==> config.mk <==
export PLATFORM = sky130hd
export DESIGN_NAME = bram_port_arbiter
export DESIGN_NICKNAME = d
export VERILOG_FILES = /design/src/rtl/bram_port_arbiter_pkg.sv /design/src/rtl/rr_arbiter2.sv /design/src/rtl/bram_port_arbiter.sv
export SDC_FILE = /design/constraint.sdc
export NUM_CORES = 1
export LEC_CHECK = 0
export CAP_MARGIN = 20
export CORE_MARGIN = 4
export CORE_UTILIZATION = 38
export DETAILED_ROUTE_END_ITERATION = 12
export PLACE_DENSITY = 0.95
export SLEW_MARGIN = 20
export SYNTH_ARGS = -nofsm -noshare
export SYNTH_HDL_FRONTEND = slang
export SYNTH_HIERARCHICAL = 1
export SYNTH_SLANG_ARGS = --single-unit
export TNS_END_PERCENT = 30
==> constraint.sdc <==
create_clock -name clk -period 8.2 [get_ports clk]
set_input_delay 1.64 -clock clk [delete_from_list [all_inputs] [get_ports clk]]
set_output_delay 1.64 -clock clk [all_outputs]
set_load 0.02 [all_outputs]
==> src/rtl/bram_port_arbiter_pkg.sv <==
// Shared constants and types for the two-port bram32 arbiter.
package bram_port_arbiter_pkg;

    localparam int unsigned RAM_ADDR_WIDTH = 12;
    localparam int unsigned DATA_WIDTH     = 32;
    localparam int unsigned BE_W           = 4;
    localparam int unsigned NPORTS         = 2;

    localparam int unsigned ARB_PRIO_RR    = 0;
    localparam int unsigned ARB_PRIO_FIXED = 1;

    // Which port wins the next two-way tie in round-robin mode.
    typedef enum logic {
        RR_PORT0 = 1'b0,
        RR_PORT1 = 1'b1
    } rr_ptr_e;

endpackage

==> src/rtl/rr_arbiter2.sv <==
// Two-way grant logic with a round-robin pointer; mode_i=1 makes port 0 win every tie.
module rr_arbiter2
    import bram_port_arbiter_pkg::*;
(
    input  logic       clk,
    input  logic       rst,
    input  logic [1:0] eligible_i,
    input  logic       mode_i,
    output logic [1:0] grant_c_o
);

    rr_ptr_e ptr_q, ptr_d;

    always_ff @(posedge clk) begin
        if (rst) begin
            ptr_q <= RR_PORT0;
        end else begin
            ptr_q <= ptr_d;
        end
    end

    // Pointer moves to the loser of each grant so the other port wins the next tie.
    always_comb begin
        grant_c_o = 2'b00;
        ptr_d     = ptr_q;
        case (eligible_i)
            2'b01:   grant_c_o = 2'b01;
            2'b10:   grant_c_o = 2'b10;
            2'b11:   grant_c_o = (mode_i || (ptr_q == RR_PORT0)) ? 2'b01 : 2'b10;
            default: grant_c_o = 2'b00;
        endcase
        if (grant_c_o[0]) begin
            ptr_d = RR_PORT1;
        end else if (grant_c_o[1]) begin
            ptr_d = RR_PORT0;
        end
    end

endmodule

==> src/rtl/bram_port_arbiter.sv <==
// Shares the single-access bram32 between the core LSU (port 0) and the loader/debug master (port 1).
// One access per cycle, one outstanding registered response per port.
module bram_port_arbiter
    import bram_port_arbiter_pkg::*;
#(
    parameter int unsigned ADDR_W    = RAM_ADDR_WIDTH,
    parameter int unsigned DATA_W    = DATA_WIDTH,
    parameter int unsigned PRIO_MODE = ARB_PRIO_RR
) (
    input  logic                   clk,
    input  logic                   rst,
    input  logic [1:0]             req_valid,
    output logic [1:0]             req_ready,
    input  logic [1:0]             req_we,
    input  logic [1:0][ADDR_W-1:0] req_addr,
    input  logic [1:0][DATA_W-1:0] req_wdata,
    input  logic [1:0][BE_W-1:0]   req_be,
    output logic [1:0]             rsp_valid,
    input  logic [1:0]             rsp_ready,
    output logic [1:0][DATA_W-1:0] rsp_rdata,
    output logic [1:0]             rsp_is_wr,
    output logic [ADDR_W-1:0]      mem_w_addr,
    output logic [DATA_W-1:0]      mem_w_dat,
    output logic                   mem_w_enb,
    output logic [BE_W-1:0]        mem_byte_enb,
    output logic [ADDR_W-1:0]      mem_r_addr,
    output logic                   mem_r_enb,
    input  logic [DATA_W-1:0]      mem_r_dat
);

    logic [1:0]             eligible;
    logic [1:0]             grant;
    logic                   sel;
    logic [1:0]             rsp_valid_q, rsp_valid_d;
    logic [1:0]             rsp_is_wr_q, rsp_is_wr_d;
    logic [1:0][DATA_W-1:0] rsp_rdata_q, rsp_rdata_d;

    // A port with a response still pending cannot issue; reset blocks all issue.
    assign eligible = rst ? 2'b00 : (req_valid & ~rsp_valid_q);

    rr_arbiter2 u_arb (
        .clk       (clk),
        .rst       (rst),
        .eligible_i(eligible),
        .mode_i    (PRIO_MODE == ARB_PRIO_FIXED),
        .grant_c_o (grant)
    );

    assign req_ready = grant;
    assign sel       = grant[1];

    // Memory port mux: at most one of the two enables is raised per cycle.
    always_comb begin
        mem_w_addr   = '0;
        mem_w_dat    = '0;
        mem_w_enb    = 1'b0;
        mem_byte_enb = '0;
        mem_r_addr   = '0;
        mem_r_enb    = 1'b0;
        if (|grant) begin
            if (req_we[sel]) begin
                mem_w_enb    = |req_be[sel];
                mem_w_addr   = req_addr[sel];
                mem_w_dat    = req_wdata[sel];
                mem_byte_enb = req_be[sel];
            end else begin
                mem_r_enb  = 1'b1;
                mem_r_addr = req_addr[sel];
            end
        end
    end

    // Response capture on grant, release on consume; grant and consume never coincide per port.
    always_comb begin
        rsp_valid_d = rsp_valid_q;
        rsp_is_wr_d = rsp_is_wr_q;
        rsp_rdata_d = rsp_rdata_q;
        for (int p = 0; p < NPORTS; p++) begin
            if (grant[p]) begin
                rsp_valid_d[p] = 1'b1;
                rsp_is_wr_d[p] = req_we[p];
                rsp_rdata_d[p] = req_we[p] ? '0 : mem_r_dat;
            end else if (rsp_ready[p]) begin
                rsp_valid_d[p] = 1'b0;
            end
        end
    end

    always_ff @(posedge clk) begin
        if (rst) begin
            rsp_valid_q <= '0;
            rsp_is_wr_q <= '0;
            rsp_rdata_q <= '0;
        end else begin
            rsp_valid_q <= rsp_valid_d;
            rsp_is_wr_q <= rsp_is_wr_d;
            rsp_rdata_q <= rsp_rdata_d;
        end
    end

    assign rsp_valid = rsp_valid_q;
    assign rsp_is_wr = rsp_is_wr_q;
    assign rsp_rdata = rsp_rdata_q;

    mem_enb_exclusive_a: assert property (@(posedge clk) !(mem_w_enb && mem_r_enb));

endmodule

==> results.md, run 1 <==
- Clock tree sinks: 69
- Max Freq: between 0.1 and 0.15 GHz
- Sw Share: 28.5%
- CP arrival: 5.21 ns
- Static leakage: 2.18 nW
- Synth top area share: a little under two fifths
- Final Non-Filler Cells: 814
- PostCTS Resize Cnt: 0
- Core area: 0.00942 mm^2
- Gr usage total: 26.1%
- CTS buffer count: 9
- Sw Pwr: around 250 uW
- Number of max-cap violations: 0
- Largest net degree at the start of global routing: 71
- DR iter-0 viols: ~190
- Largest cells by area after synthesis: dfxtp_1 37%, a21oi_1 17%, mux2i_1 13%, nand3b_1 13%, nand2b_1 11%
- Synth Instances: 443
- Warnings, synthesis: 6
- Final Hold Violating Endpoints: 0
- Clk network pwr share: 30.0%
- Worst hold-check path type: reg2reg
- Worst IR drop on VDD: 62.5 uV
- Worst skew pair latency: approximately 0.34 ns
- Initial antenna violation count: 0
- Max-slew violation count: 0
- Reg clk slew, reported paths: roughly 0.06 ns
- Crit Path Class: in2out
- Most frequent cells in the layout: 266 x clkdlybuf4s50_1, 127 x a21oi_1, 69 x dfxtp_1, 68 x nand2b_1, 65 x nand3b_1
- Global-route wire length before repair: 23400 um
- Pwr Density: 131 mW/mm^2
- Worst setup SP type: input pin
- Syn Nets: 579
- Placed cells: 799
- Synth async-reset ratio: 0%
- Worst-path fanout max: 58
- Vias in the first global route: between 4000 and 5000
- Min Tclk post-route: 6.85 ns
- Setup bufs post-CTS: 0
- Gp weighted congestion: 1.03
- Commonest non-fill, non-tap cell in the layout: clkdlybuf4s50_1
- Root Driver: clkbuf_8
- Dominant synthesized flop cell: dfxtp_1
- Post-DP HPWL: roughly 12000 um
- Netlist cell types: 23
- Sequential Power Share: about two fifths
- Relative max-transition margin: between 30% and 40%
- # diodes: 0
- Die area: around 0.012 mm^2
- Vias per cell: around 5.3
- CTS tree: done
- Cell Area, Synth: 0.00374 mm^2
- CP peak stage delay: 0.82 ns
- Net count, final: 817
- Initial core utilization: between 30 and 40%
- Seq cells post-synth: 69
- Final ANT Viol Nets: 0
- Critical Path Most Common Cell: clkdlybuf4s50_1
- Logic pwr share: 29.5%
- Core Rows: 35
- Crit end category: output port
- Final routed DRC violation total: 0
- Slew at the pin with the worst max-slew slack: 0.916 ns
- Pint: 620 uW
- # setup viols final: 0
- Routed WL: 15600 um
- DR vias: 4305
- Largest buffer count on any clock path: 2
- Die height: 107 um
- Clock skew: 0.00948 ns
- Req. time, crit path: 6.56 ns
- RSZ-0062 raised after global routing: false
- Grt ovf: 0
- Pre-Repair DR Iteration Count: 5
- Crit-path cells: clkdlybuf4s50_1 -> nor3b_1 -> o21a_4 -> nand2_1 -> buf_4 -> a21oi_1 -> clkdlybuf4s50_1
- Wire per inst: 19.2 um
- Final cycle utilization of the critical path: 83.5%
- Yosys top cell by area: dfxtp_1
- Syn Area/Cell: approximately 8.4 um^2
- # hold bufs at CTS: 0
- Layout cells sized above 1: 3.94%
- Slowest CP cell: o21a_4
- Setup TNS: 0 ns
- Die X: 107 um
- Outcome: completed
- I/O Pins: 268
- H-tree levels: 3
- Number of synthesized flops with an enable pin: 0
- Seq/Total Area, Yosys: 36.9%
- Port Buffers: 267
- Area grow syn2layout: 76.6%
-- sequential cells by signal (all words and copies together) (netlist names) --
register	flops
rsp_is_wr	2
rsp_valid	2
u_arb/ptr_q	1
rsp_rdata	64
-- stage by stage --
stage / power (mW) / setup slack (ns) / hold WS, ns / cell area [um^2] / utilization, %
floorplan: 0.473 / 2.96 / 0.526 / 3740 / -
global placement: 0.609 / 1.48 / 0.453 / 6430 / 68.3
detailed placement: 0.613 / 1.35 / 0.461 / 6430 / 68.3
CTS: 0.874 / 1.34 / 0.472 / 6610 / 70.2
global route: 0.903 / 1.10 / 0.492 / 6610 / 70.2
finish: 0.867 / 1.35 / 0.471 / 6610 / 70.2
-- critical path, delay by kind of cell --
| family | cells | cell delay (ns) |
|---|---|---|
| buffers and inverters | 3 | 1.50 |
| AOI/OAI and AO/OA | 2 | 1.03 |
| and+or+nand+nor | 2 | 1.00 |
-- routing by layer --
metal	global-route usage, %	part of all wire [%]	up-vias
li1	-	-	2018
met4	13.2	5.0	0
met5	0	0	-
met2	47.1	52	213
met3	8.91	8.4	51
met1	26.4	35	2023
-- synthesized netlist by cell type (2+ instances only) --
library cell,number
nand3b_1,65
nor4_1,2
buf_1,3
nand2b_1,68
dfxtp_1,69
mux2i_1,49
buf_2,13
nand2_1,2
clkbuf_1,26
buf_4,4
nor3b_1,2
a21oi_1,128
inv_2,2
-- kinds of logic (layout without fill, tap and decap cells) --
family | after synthesis | in the layout | synth area share [%]
compound gates | 131 | 131 | 17.7
buf+inv | 50 | 292 | 6.05
flops | 69 | 69 | 36.9
mux | 49 | 49 | 13.1
other cells | 1 | 1 | 0.100
simple gates | 143 | 143 | 26.1
-- final timing paths --
check,from,end,slack (ns),cells after the start
setup / recovery,req_valid[1],mem_w_dat[10],1.35,7
hold / removal,rsp_rdata[61],rsp_rdata[61],0.47,2
setup reg to reg,rsp_valid[1],rsp_rdata[32],5.45,5
hold reg to reg,rsp_rdata[61],rsp_rdata[61],0.47,2
-- power by group through the flow --
stage	Sequential, mW	Combinational [mW]	Clock (mW)
after global placement	0.359	0.251	0
final	0.351	0.255	0.260
after detailed placement	0.359	0.254	0
after floorplan	0.371	0.102	0
after global routing	0.353	0.270	0.280
after CTS	0.351	0.256	0.266
-- area by class of cell --
type,instances,area (um^2)
clock buffers,10,128
inverters,3,11.3
flip-flops and latches,69,1380
well taps,129,161
repair buffers,274,2720
fillers,727,2810
clock inverters,5,52.6
multi-input cells,324,2150
Power figures use the tool's default switching activity.
==> run 2: changes to the inputs <==
Settings changed: CORE_UTILIZATION 38 to 35, PLACE_DENSITY 0.95 to 0.9.
Clock period 8.2 ns to 6.98 ns, I/O delays scaled along.
==> results.md, run 2 (same netlist as run 1, synthesis figures left out) <==
- Outcome: completed
- Reg clk slew, reported paths: 0.07 ns
- Setup TNS: 0 ns
- Global-route wire length before repair: 22900 um
- Max-slew violation count: 0
- Pwr Density: between 150 and 200 mW/mm^2
- PostCTS Resize Cnt: 0
- Worst Path Buf+Inv: 2
- Wire per inst: 18.1 um
- Core Rows: 37
- Worst skew pair latency: about 0.33 ns
- Final routed DRC violation total: 0
- Most frequent cells in the layout: 266 x clkdlybuf4s50_1, 127 x a21oi_1, 69 x dfxtp_1, 68 x nand2b_1, 65 x nand3b_1
- # diodes: 0
- Min Tclk post-route: about 6 ns
- CTS buffer count: 9
- Clock skew: 0.00999 ns
- Largest buffer count on any clock path: 2
- Worst hold start: rsp_rdata[6]
- Crit-path cells: clkdlybuf4s50_1 -> nor3b_1 -> o21a_4 -> nand2_2 -> a21oi_1 -> clkdlybuf4s50_1
- Sw Share: 27.2%
- H-tree levels: 3
- Critical Path Most Common Cell: clkdlybuf4s50_1
- Clock tree sinks: 69
- Post-DP HPWL: 11100 um
- Commonest non-fill, non-tap cell in the layout: clkdlybuf4s50_1
- Number of max-cap violations: 0
- Final ANT Viol Nets: 0
- FF-to-FF Start: rsp_valid[1]
- Initial core utilization: 36.1%
- Flop2flop setup slack: 4.50 ns
- Max Freq: 0.165 GHz
- DR iter-0 viols: 272
- CTS tree: done
- Layout cells sized above 1: 4.51%
- Root Driver: clkbuf_8
- Slowest CP cell: clkdlybuf4s50_1
- Logic pwr share: 27.9%
- WHS: 0.467 ns
- Worst hold-check path type: reg2reg
- DR vias: 4261
- Setup bufs post-CTS: 0
- Sequential Power Share: between 30 and 40%
- Relative max-transition margin: around two fifths
- Sequential cell area: 0.00138 mm^2
- Largest net degree at the start of global routing: 68
- Net count, final: 818
- Initial antenna violation count: 0
- Area grow syn2layout: 78.6%
- Port Buffers: 267
- Final Non-Filler Cells: 823
- Pint: 778 uW
- # fillers: 832
- Grt ovf: 0
- Gp weighted congestion: ~0.84
- Area of the multi-input gates: 0.00216 mm^2
- Crit Path Class: in2out
- Die X: ~110 um
- Vias per cell: 5.18
- Final Hold Violating Endpoints: 0
- Clk network pwr share: 33.5%
- Pre-Repair DR Iteration Count: 6
- Largest register FFs: 64
- Crit end category: output port
- Gr usage total: between 20% and 30%
- Worst-path fanout max: 50
- Worst IR drop on VDD: approximately 120 uV
- Req. time, crit path: 5.58 ns
- Static leakage: 2.21 nW
- Vias in the first global route: 4380
- Die height: about 110 um
- CP peak stage delay: around 0.66 ns
- Final cycle utilization of the critical path: 86.6%
- Slew at the pin with the worst max-slew slack: 0.913 ns
- I/O Pins: 268
- Total Power: 1.07 mW
- Sw Pwr: 291 uW
- CP delay by family, top: simple AND/OR/NAND/NOR gates
- Core area: 0.0104 mm^2
- CP arrival: 4.65 ns
- # hold bufs at CTS: 0
- # setup viols final: 0
- Worst setup SP type: input pin
- RSZ-0062 raised after global routing: false
- Die area: between 0.01 and 0.015 mm^2
- Routed WL: 14900 um
- Worst setup path start: req_valid[1]
- Placed cells: 807
## run 2: through the flow
| stage | setup slack [ns] | area (um^2) | util (%) |
|---|---|---|---|
| 6_report | 0.937 | 6680 | 64.4 |
| 5_1_grt | 0.700 | 6680 | 64.4 |
| 4_1_cts | 0.915 | 6680 | 64.4 |
| 3_5_place_dp | 0.933 | 6460 | 62.3 |
| 3_3_place_gp | 1.08 | 6460 | 62.3 |
| 2_1_floorplan | 2.23 | 3740 | - |
## run 2: power groups by stage
stage / Combinational (mW) / Sequential [mW] / Clock, mW
after floorplan: 0.120 / 0.436 / 0
after global placement: 0.293 / 0.421 / 0
after detailed placement: 0.298 / 0.422 / 0
after CTS: 0.300 / 0.413 / 0.367
after global routing: 0.317 / 0.414 / 0.384
final: 0.298 / 0.413 / 0.359
## run 2: final timing paths
kind / to / cells after the start
worst max-delay path: mem_w_dat[17] / 6
worst max register to register: rsp_is_wr[1] / 4
worst min-delay path: rsp_rdata[6] / 2
worst min register to register: rsp_rdata[6] / 2
## run 2: final cells by class
type,instances,area share (%)
timing repair buffer,275,41.0
multi-input combinational,324,32.3
inverter,3,0.169
sequential,69,20.7
clock buffer,10,2.06
tap,136,2.55
clock inverter,6,1.29
## run 2: metal layers
layer / share of wire (%) / track usage [%] / routed length (um)
met1: 37 / 25.1 / 5580
met4: 4.4 / 11.0 / 650
met3: 7.7 / 6.63 / 1150
met2: 50 / 39.9 / 7520
met5: 0 / 0 / 0
## run 2: tightest hold or removal path, cell delays in order (launching register included)
cell and delay [ns]:
dfxtp_1 0.31, nand2b_1 0.06, a21oi_1 0.05
==> run 3: changes to the inputs <==
Settings changed: SETUP_SLACK_MARGIN set to 0.02.
==> results of run 3 <==
Same layout as run 2: the final DEF is identical, and so are final timing and power.
